$ cat config.mk
export PLATFORM = sky130hd
export DESIGN_NAME = fft_twiddle_fetch_flat
export DESIGN_NICKNAME = d
export VERILOG_FILES = /design/src/rtl/fft_twiddle_fetch_if.sv /design/src/rtl/fft_twiddle_fetch.sv /design/src/flat_wrapper.sv
export SDC_FILE = /design/constraint.sdc
export NUM_CORES = 1
export LEC_CHECK = 0
export ABC_CLOCK_PERIOD_IN_PS = 3600
export BUFFER_PORTS_ARGS = -buffer_cell sky130_fd_sc_hd__buf_2
export CAP_MARGIN = 10
export CORE_MARGIN = 4
export CORE_UTILIZATION = 45
export CTS_BUF_LIST = sky130_fd_sc_hd__clkbuf_8 sky130_fd_sc_hd__clkbuf_16
export CTS_CLUSTER_SIZE = 28
export DETAILED_ROUTE_END_ITERATION = 16
export PLACE_DENSITY = 0.71
export SETUP_SLACK_MARGIN = 0.02
export SLEW_MARGIN = 20
export SYNTH_ARGS = -nofsm -noshare
export SYNTH_HDL_FRONTEND = slang
export SYNTH_SLANG_ARGS = --single-unit
export TNS_END_PERCENT = 10
$ cat constraint.sdc
create_clock -name Clk -period 3.6 [get_ports Clk]
set_input_delay 0.72 -clock Clk [delete_from_list [all_inputs] [get_ports Clk]]
set_output_delay 0.72 -clock Clk [all_outputs]
set_load 0.02 [all_outputs]
$ cat src/rtl/fft_twiddle_fetch_if.sv
// Twiddle fetch bus: start/status, LUT address/data port and twiddle valid/ready stream.
// Latency: none (wires only).
// Backpressure: tw_ready from the butterfly side stalls the fetch engine while tw_valid is high.
interface fft_twiddle_fetch_if #(
   parameter int N_LOG2 = 9,
   parameter int AW     = 10,
   parameter int DW     = 18
);
   // Control / status
   logic                     start;
   logic                     busy;
   logic                     done;
   // LUT port
   logic [AW-1:0]            addr;
   logic signed [DW-1:0]     Dout;
   // Twiddle stream
   logic signed [DW-1:0]     tw_re;
   logic signed [DW-1:0]     tw_im;
   logic [3:0]               tw_stage;
   logic [N_LOG2-2:0]        tw_bfly;
   logic                     tw_last;
   logic                     tw_valid;
   logic                     tw_ready;

   // Fetch engine side
   modport master (
      input  start, Dout, tw_ready,
      output busy, done, addr, tw_re, tw_im, tw_stage, tw_bfly, tw_last, tw_valid
   );

   // Environment side (sequencer, LUT, butterfly datapath)
   modport slave (
      output start, Dout, tw_ready,
      input  busy, done, addr, tw_re, tw_im, tw_stage, tw_bfly, tw_last, tw_valid
   );
endinterface

$ cat src/rtl/fft_twiddle_fetch.sv
// Twiddle fetch: sweeps every radix-2 DIF stage/butterfly, reads cos LUT twice per twiddle.
// Latency: start -> first tw_valid in 3+LUT_LAT cycles; one twiddle per 3+LUT_LAT cycles.
// Backpressure: holds tw_* stable in PRESENT until tw_valid && tw_ready; no fetch-ahead.
// Optional feature: define TW_FETCH_CONJ_EN for conjugate (inverse FFT) twiddles.
module fft_twiddle_fetch #(
   parameter int N_LOG2  = 9,
   parameter int AW      = 10,
   parameter int DW      = 18,
   parameter int LUT_LAT = 1
) (
   input  logic                   Clk,
   input  logic                   reset,
   fft_twiddle_fetch_if.master    bus
);

   localparam int N  = 1 << N_LOG2;
   localparam int BW = N_LOG2 - 1;

   // Imaginary part comes from the same cos table shifted by a quarter (or three
   // quarters) turn: cos(x + pi/2) = -sin(x), cos(x + 3pi/2) = +sin(x).
`ifdef TW_FETCH_CONJ_EN
   localparam logic [N_LOG2-1:0] IM_OFFSET = N_LOG2'((3 * N) / 4);
`else
   localparam logic [N_LOG2-1:0] IM_OFFSET = N_LOG2'(N / 4);
`endif

   localparam logic [3:0] LAST_STAGE = 4'(N_LOG2 - 1);

   typedef enum logic [2:0] {
      IDLE,
      ISSUE_RE,
      ISSUE_IM,
      WAIT,
      PRESENT
   } state_t;

   state_t                r_state;
   state_t                w_state_nxt;
   logic [3:0]            r_stage;
   logic [3:0]            w_stage_nxt;
   logic [BW-1:0]         r_bfly;
   logic [BW-1:0]         w_bfly_nxt;
   logic [AW-1:0]         r_addr;
   logic [AW-1:0]         w_addr_nxt;
   logic signed [DW-1:0]  r_tw_re;
   logic signed [DW-1:0]  r_tw_im;
   logic                  r_done;
   logic                  w_done_nxt;
   logic [LUT_LAT-1:0]    r_re_pipe;
   logic [LUT_LAT-1:0]    r_im_pipe;

   logic                  w_hs;
   logic                  w_last;
   logic                  w_re_cap;
   logic                  w_im_cap;
   logic [N_LOG2-1:0]     w_k;
   logic [N_LOG2-1:0]     w_k_nxt;
   logic [N_LOG2-1:0]     w_im_addr;

   // Twiddle exponent: (b mod (N/2 >> s)) << s is the same as (b << s) truncated
   // to N_LOG2-1 bits, so a plain shift with natural overflow does the job.
   function automatic logic [N_LOG2-1:0] calc_k(input logic [3:0] s, input logic [BW-1:0] b);
      logic [BW-1:0] sh;
      sh = b << s;
      return {1'b0, sh};
   endfunction

   assign w_k       = calc_k(r_stage, r_bfly);
   assign w_k_nxt   = calc_k(w_stage_nxt, w_bfly_nxt);
   assign w_im_addr = w_k + IM_OFFSET;   // wraps mod N in N_LOG2 bits

   assign w_hs     = (r_state == PRESENT) && bus.tw_ready;
   assign w_last   = (r_stage == LAST_STAGE) && (&r_bfly);

   // Data for an address issued in cycle c is on Dout during cycle c+LUT_LAT.
   assign w_re_cap = r_re_pipe[LUT_LAT-1];
   assign w_im_cap = r_im_pipe[LUT_LAT-1];

   // State register and sweep counters
   always_ff @(posedge Clk or posedge reset) begin
      if (reset) begin
         r_state <= IDLE;
         r_stage <= '0;
         r_bfly  <= '0;
         r_done  <= 1'b0;
      end else begin
         r_state <= w_state_nxt;
         r_stage <= w_stage_nxt;
         r_bfly  <= w_bfly_nxt;
         r_done  <= w_done_nxt;
      end
   end

   // Next-state, counter advance and done generation
   always_comb begin
      w_state_nxt = r_state;
      w_stage_nxt = r_stage;
      w_bfly_nxt  = r_bfly;
      w_done_nxt  = 1'b0;
      case (r_state)
         IDLE: begin
            // A start coinciding with the done pulse is dropped on purpose.
            if (bus.start && !r_done) begin
               w_state_nxt = ISSUE_RE;
               w_stage_nxt = '0;
               w_bfly_nxt  = '0;
            end
         end
         ISSUE_RE: w_state_nxt = ISSUE_IM;
         ISSUE_IM: w_state_nxt = WAIT;
         WAIT: begin
            if (w_im_cap) begin
               w_state_nxt = PRESENT;
            end
         end
         PRESENT: begin
            if (w_hs) begin
               if (w_last) begin
                  w_state_nxt = IDLE;
                  w_stage_nxt = '0;
                  w_bfly_nxt  = '0;
                  w_done_nxt  = 1'b1;
               end else begin
                  w_state_nxt = ISSUE_RE;
                  w_bfly_nxt  = r_bfly + 1'b1;
                  if (&r_bfly) begin
                     w_stage_nxt = r_stage + 4'd1;
                  end
               end
            end
         end
         default: w_state_nxt = IDLE;
      endcase
   end

   // Address is registered so it is valid for the whole ISSUE cycle; it is
   // loaded with the value of the state being entered and otherwise held.
   always_comb begin
      w_addr_nxt = r_addr;
      if (w_state_nxt == ISSUE_RE) begin
         w_addr_nxt = AW'(w_k_nxt);
      end else if (w_state_nxt == ISSUE_IM) begin
         w_addr_nxt = AW'(w_im_addr);
      end
   end

   // LUT address register
   always_ff @(posedge Clk or posedge reset) begin
      if (reset) begin
         r_addr <= '0;
      end else begin
         r_addr <= w_addr_nxt;
      end
   end

   // Issue markers delayed by the LUT read latency to time the data captures
   always_ff @(posedge Clk or posedge reset) begin
      if (reset) begin
         r_re_pipe <= '0;
         r_im_pipe <= '0;
      end else begin
         r_re_pipe[0] <= (r_state == ISSUE_RE);
         r_im_pipe[0] <= (r_state == ISSUE_IM);
         for (int i = 1; i < LUT_LAT; i++) begin
            r_re_pipe[i] <= r_re_pipe[i-1];
            r_im_pipe[i] <= r_im_pipe[i-1];
         end
      end
   end

   // Capture real and imaginary parts from the shared LUT data port
   always_ff @(posedge Clk or posedge reset) begin
      if (reset) begin
         r_tw_re <= '0;
         r_tw_im <= '0;
      end else begin
         if (w_re_cap) begin
            r_tw_re <= bus.Dout;
         end
         if (w_im_cap) begin
            r_tw_im <= bus.Dout;
         end
      end
   end

   assign bus.addr     = r_addr;
   assign bus.tw_re    = r_tw_re;
   assign bus.tw_im    = r_tw_im;
   assign bus.tw_stage = r_stage;
   assign bus.tw_bfly  = r_bfly;
   assign bus.tw_valid = (r_state == PRESENT);
   assign bus.tw_last  = (r_state == PRESENT) && w_last;
   assign bus.busy     = (r_state != IDLE);
   assign bus.done     = r_done;

endmodule

$ cat src/flat_wrapper.sv
// flat-port wrapper written by rule: the top's interface ports become plain ports
module fft_twiddle_fetch_flat 
#(
   parameter int N_LOG2  = 9,
   parameter int AW      = 10,
   parameter int DW      = 18,
   parameter int LUT_LAT = 1
)
  (Clk, reset, bus_start, bus_Dout, bus_tw_ready, bus_busy, bus_done, bus_addr, bus_tw_re, bus_tw_im, bus_tw_stage, bus_tw_bfly, bus_tw_last, bus_tw_valid);
  fft_twiddle_fetch_if #(.N_LOG2(N_LOG2), .AW(AW), .DW(DW)) bus_i ();
  input  logic Clk;
  input  logic reset;
  input wire logic [$bits(bus_i.start)-1:0] bus_start;
  input wire logic [$bits(bus_i.Dout)-1:0] bus_Dout;
  input wire logic [$bits(bus_i.tw_ready)-1:0] bus_tw_ready;
  output wire logic [$bits(bus_i.busy)-1:0] bus_busy;
  output wire logic [$bits(bus_i.done)-1:0] bus_done;
  output wire logic [$bits(bus_i.addr)-1:0] bus_addr;
  output wire logic [$bits(bus_i.tw_re)-1:0] bus_tw_re;
  output wire logic [$bits(bus_i.tw_im)-1:0] bus_tw_im;
  output wire logic [$bits(bus_i.tw_stage)-1:0] bus_tw_stage;
  output wire logic [$bits(bus_i.tw_bfly)-1:0] bus_tw_bfly;
  output wire logic [$bits(bus_i.tw_last)-1:0] bus_tw_last;
  output wire logic [$bits(bus_i.tw_valid)-1:0] bus_tw_valid;
  assign bus_i.start = bus_start;
  assign bus_i.Dout = bus_Dout;
  assign bus_i.tw_ready = bus_tw_ready;
  assign bus_busy = bus_i.busy;
  assign bus_done = bus_i.done;
  assign bus_addr = bus_i.addr;
  assign bus_tw_re = bus_i.tw_re;
  assign bus_tw_im = bus_i.tw_im;
  assign bus_tw_stage = bus_i.tw_stage;
  assign bus_tw_bfly = bus_i.tw_bfly;
  assign bus_tw_last = bus_i.tw_last;
  assign bus_tw_valid = bus_i.tw_valid;
  fft_twiddle_fetch #(.N_LOG2(N_LOG2), .AW(AW), .DW(DW), .LUT_LAT(LUT_LAT)) u_core (.Clk(Clk), .reset(reset), .bus(bus_i));
endmodule
Word level (Yosys, flattened, before mapping)
Index checks and enable logic that the tools add are counted.
Operators by class
  eq/ne operators: 7
  $add $sub $neg: 3
  reduce and logical (&&, ||, !) cells: 9
  shift operators: 2
  multiplexer cells: 19
Operators with widths (number)
  $mux 8: 3
  $mux 10: 2
  $mux 4: 4
  $pmux 8 s2: 1
  $shl 8x4->8: 2
  $pmux 3 s5: 1
  $add 8x8->9 const B: 1
  $eq 3x2->1 const B: 3
  $mux 3: 3
  $add 8x1->8 const B: 1
  $pmux 4 s2: 1
  $reduce_and 8->1: 1
  $eq 3x1->1 const B: 2
  $add 4x1->4 const B: 1
  $eq 4x4->1 const B: 1
  $logic_and 1x1->1: 4
  $mux 1: 4
  $eq 3x3->1 const B: 1
  $logic_not 3->1: 1
  $reduce_bool 3->1: 1
  $reduce_bool 2->1: 1
  $logic_not 1->1: 1
Word-level totals
  input bits: 22
  register bits: 64

Logic depth before layout (Yosys ltp)
  depth after elaboration: 8
  depth in mapped cells: 11
  gate-level depth less buffers: 10

Least setup slack after synthesis
OpenSTA, ideal clock, no wires.
  path type: input port to flip-flop
  start point: input bus_tw_ready
  end point: register u_core.r_addr[4], in the netlist u_core.bus.addr[4]
  library setup time: 0.077 ns
  arrival: 2.717 ns
  path slack: 0.805 ns
  cell stages on the path: 9
  path buffers: 2
  path through: buf_2 -> nand4bb_1 -> buf_4 -> nor3_1 -> mux2i_2 -> mux2i_1 -> or3_1 -> a31o_1 -> a21oi_1
On the way
  word-level cells in the longest chain between the ends: 5
Ends and longest elaborated chain
  start: declaration: line flat_wrapper.sv:15  | input wire logic [$bits(bus_i.tw_ready)-1:0] bus_tw_ready;
  $logic_and 1x1->1 (*): line fft_twiddle_fetch.sv:72  | assign w_hs = (r_state == PRESENT) && bus.tw_ready;
  $mux 8, or another cell as far along: line fft_twiddle_fetch.sv:117  | if (w_hs) begin
  $pmux 8 s2, or another cell as far along: line fft_twiddle_fetch.sv:100  | case (r_state)
  $shl 8x4->8, or another cell as far along: line fft_twiddle_fetch.sv:64  | sh = b << s;
  $mux 10 or $reduce_bool 2->1 (tied branches)
  end signal: assignment: line fft_twiddle_fetch.sv:152  | r_addr <= w_addr_nxt;
  end: declaration: line fft_twiddle_fetch.sv:43  | logic [AW-1:0] r_addr;
Every way passes the cells marked *; elsewhere a longest branch is shown, timed or not.
A chain may end at the register's enable or synchronous reset.

Worst setup path after layout
  start point: register u_core.r_bfly[0], in the netlist u_core.bus.tw_bfly[0]
  end point: register u_core.r_addr[4], in the netlist u_core.bus.addr[4]
On the way
  word-level cells in the longest chain between the ends: 7
Ends and longest elaborated chain
  start: declaration: line fft_twiddle_fetch.sv:41  | logic [BW-1:0] r_bfly;
  start signal: assignment: line fft_twiddle_fetch.sv:89  | r_bfly <= w_bfly_nxt;
  branches (longest 7 deep; another with $add 8x1->8)
Several ways; the timed one is not identified. The select of a mux whose other input is x is not followed.

==> summary.txt <==
Place
  – Placer Congestion: approximately 0.95
  – Port bufs: 82
  – Cells after DPL: around 460
  – DP HPWL: 6050 µm

Floorplan
  – Initial core utilization: a little under half
  – Die Ht: 93.29 µm
  – Core area: slightly below 0.007 mm²
  – I/O pin count: between 80 and 90
  – Die area: roughly 0.0087 mm²
  – # rows: 30
  – Chip width: slightly above 90 µm

Routing
  – DR vias/cell: 5.627
  – Drt drc: 0
  – Post-Route WL: slightly above 8000 µm
  – Antenna viol nets, final: 0
  – Vias: about 2.7k
  – Routed length per instance: roughly 17 µm
  – Initial DRT Pass Iterations: 4
  – Iter 0 DRT Violations: 156

Global route
  – Largest net degree at the start of global routing: 35
  – Global-route wire length before repair: between 10,000 and 15,000 µm
  – Grt total ovfl: 0
  – GRT Util Overall: 19.56%
  – Vias in the first global route: between 2k and 3k
  – Initial antenna violation count: 0

Pwr
  – Gate power share: between 40 and 50%
  – Net Sw Frac: 41.08%
  – Clock power share: 18.5%
  – Max VDD drop: 0.0002955 V
  – Power after layout: roughly 3.3 mW
  – Part of the power in registers: approximately 37%
  – P_int: ~2 mW
  – Power per standard cell area: roughly 840 mW/mm²
  – Leakage power: between 1.5 and 2 nW
  – NetSw: approximately 1.4 mW

Job
  – Max Cap Violations: 0

Clock network
  – Total CTS buffers: 9
  – Hold Buf Count CTS: 0
  – Clock Latency Late Sink: between 0.3 and 0.4 ns
  – Postcts setup bufs: 0
  – CTS root buf: clkbuf_8
  – CTS H-tree lvls: 3
  – Worst-path clk slew: around 0.080 ns
  – Cts repair resizes: 0
  – CTS tree: built
  – Clk sinks: 63
  – CTS max path bufs: 2

STA
  – Final setup viols: 0
  – Period utilization: 86.21%
  – Relative slew slack: between 40% and 50%
  – Tightest Pin Transition: around 0.76 ns
  – Minimum clock period: 3.104 ns
  – Fin. Hold Viols: 0
  – Final setup skew: between 0.009 and 0.01 ns
  – Max-slew violation count: 0
  – Max Clock Freq: approximately 0.32 GHz
  – RSZ-0062 raised after global routing: no
  – Final setup TNS: 0 ns

Logic synthesis
  – Post-synth EDFFs: 0
  – Synthesized Nets: 322
  – Top post-synthesis cells by area: dfrtp_1 (48%), mux2_2 (14%), nor2_1 (2.6%)
  – Post-synth design cell area: between 0.003 and 0.004 mm²
  – Synth top area share: around 48%
  – Syn Inst Count: 297
  – Syn. warnings: 0
  – Sequential element share of the synthesized area: between 40% and 50%
  – Yosys reg bits: 63
  – Synth async-reset ratio: 100.0%
  – Synth cell types: between 60 and 70
  – Largest area contributor in the netlist: dfrtp_1
  – Mean Syn Cell Area: about 11 µm²
  – Primary FF master, synth: dfrtp_1

Setup path
  – Crit path max fanout: 10
  – Startpoint type of the worst setup path: flop
  – Slowest-stage cell, CP: mux2i_2
  – Crit path kind: reg2reg
  – Critical Path End Type: flop
  – Register-to-register setup slack: a little under 0.5 ns
  – Data arrival, critical path: between 3 and 4 ns
  – Critical path required time: between 3 and 4 ns
  – Worst-path cell chain: ha_1, nand3_1, nor3_1, mux2i_2, mux2i_1, or3_1, a31o_1, a21oi_1
  – Largest stage delay, worst path: approximately 0.6 ns

Final layout
  – Fin cells: about 480
  – Layout Nets: 402
  – Share of layout cells above drive strength 1: a little over 40%
  – Most frequent cells in the layout: buf_2 (82), dfrtp_1 (63), mux2_2 (40)
  – Inserted Diodes: 0
  – Area grow syn2layout: 20.37%
  – Most common cell after layout, fill and taps aside: buf_2

Outcome
  – Status: completed

Hold path
  – Worst Hold Class: in2async
cell usage after synthesis, types with 4 or more instances:
library cell,count
nor2_1,23
mux2_2,40
nor3_1,9
a21oi_1,11
o211ai_1,4
nand4_1,7
nand2_1,20
nand2b_1,4
mux2i_1,8
dfrtp_1,63
nand3_1,7
inv_1,5
clkbuf_1,9
o21ai_0,6
or3_1,4
path summary, 6_finish.rpt:
| path | end | start | depth (start not counted) |
|---|---|---|---|
| max | u_core.bus.addr[4] | u_core.bus.tw_bfly[0] | 8 |
| min | u_core.bus.tw_re[15] | reset | 2 |
| max reg2reg | u_core.bus.addr[4] | u_core.bus.tw_bfly[0] | 8 |
| min reg2reg | u_core.bus.tw_im[1] | u_core.bus.tw_im[1] | 1 |
| max in group asynchronous | u_core.bus.tw_re[16] | reset | 3 |
| min in group Clk | u_core.bus.tw_im[1] | u_core.bus.tw_im[1] | 1 |
kinds of logic after synthesis:
kind of cell	after synthesis	share of synthesized area (%)
AO/OA/AOI/OAI	52	11.66
XOR/XNOR	2	0.5353
adder cells (fa/ha/maj)	3	1.147
buffers and inverters	27	4.051
flip-flops	63	48.17
multiplexers	53	19.04
other	1	0.1146
AND/OR/NAND/NOR	96	15.29
flip-flops by register name, indices dropped and copies added, names as in the netlist:
signal	count
u_core.bus.tw_im	18
u_core.bus.tw_re	18
u_core.bus.addr	9
u_core.bus.tw_bfly	8
u_core.bus.tw_stage	4
u_core.r_state	3
u_core.bus.done	1
u_core.r_im_pipe	1
u_core.r_re_pipe	1
metal layers:
layer  global-route usage, %  vias up  part of all wire [%]
met1                   25.65     1267                    42
met5                       0        -                     0
met2                   30.20      141                    46
met4                   10.01        0                   2.8
li1                        -     1254                     -
met3                   4.505       22                   9.5
layout make-up:
cell class,instances,area [µm²]
clock buffer,10,137.6
sequential,63,1577
multi-input combinational,207,1564
tap,96,120.1
fill,614,3004
inverter,9,35.03
clock inverter,5,58.81
timing repair buffer,87,447.9
power groups by stage:
stage          clock [mW]  combinational [mW]  sequential [mW]
2_1_floorplan           0               0.760             1.50
3_3_place_gp            0                1.47             1.22
3_5_place_dp            0                1.49             1.23
4_1_cts             0.627                1.49             1.22
5_1_grt             0.662                1.60             1.26
6_report            0.614                1.48             1.22
worst max-delay path: cells and delay by family, from the launching register on:
family / cells / cell delay (ns)
and+or+nand+nor: 3 / 1.03
muxes: 2 / 0.80
DFF: 1 / 0.54
AOI/OAI and AO/OA: 2 / 0.37
adders and majority gates: 1 / 0.30
per-stage QoR:
stage	hold slack (ns)	util, %	setup WS (ns)	cell area (µm²)
finish	0.4844	56.74	0.4963	3940
CTS	0.4968	56.74	0.5664	3940
global route	0.5109	56.74	0.2807	3940
global placement	0.4845	53.91	0.5621	3744
floorplan	0.5294	-	0.8052	3273
detailed placement	0.4899	53.91	0.4315	3744
(Power assumes the default switching activity.)
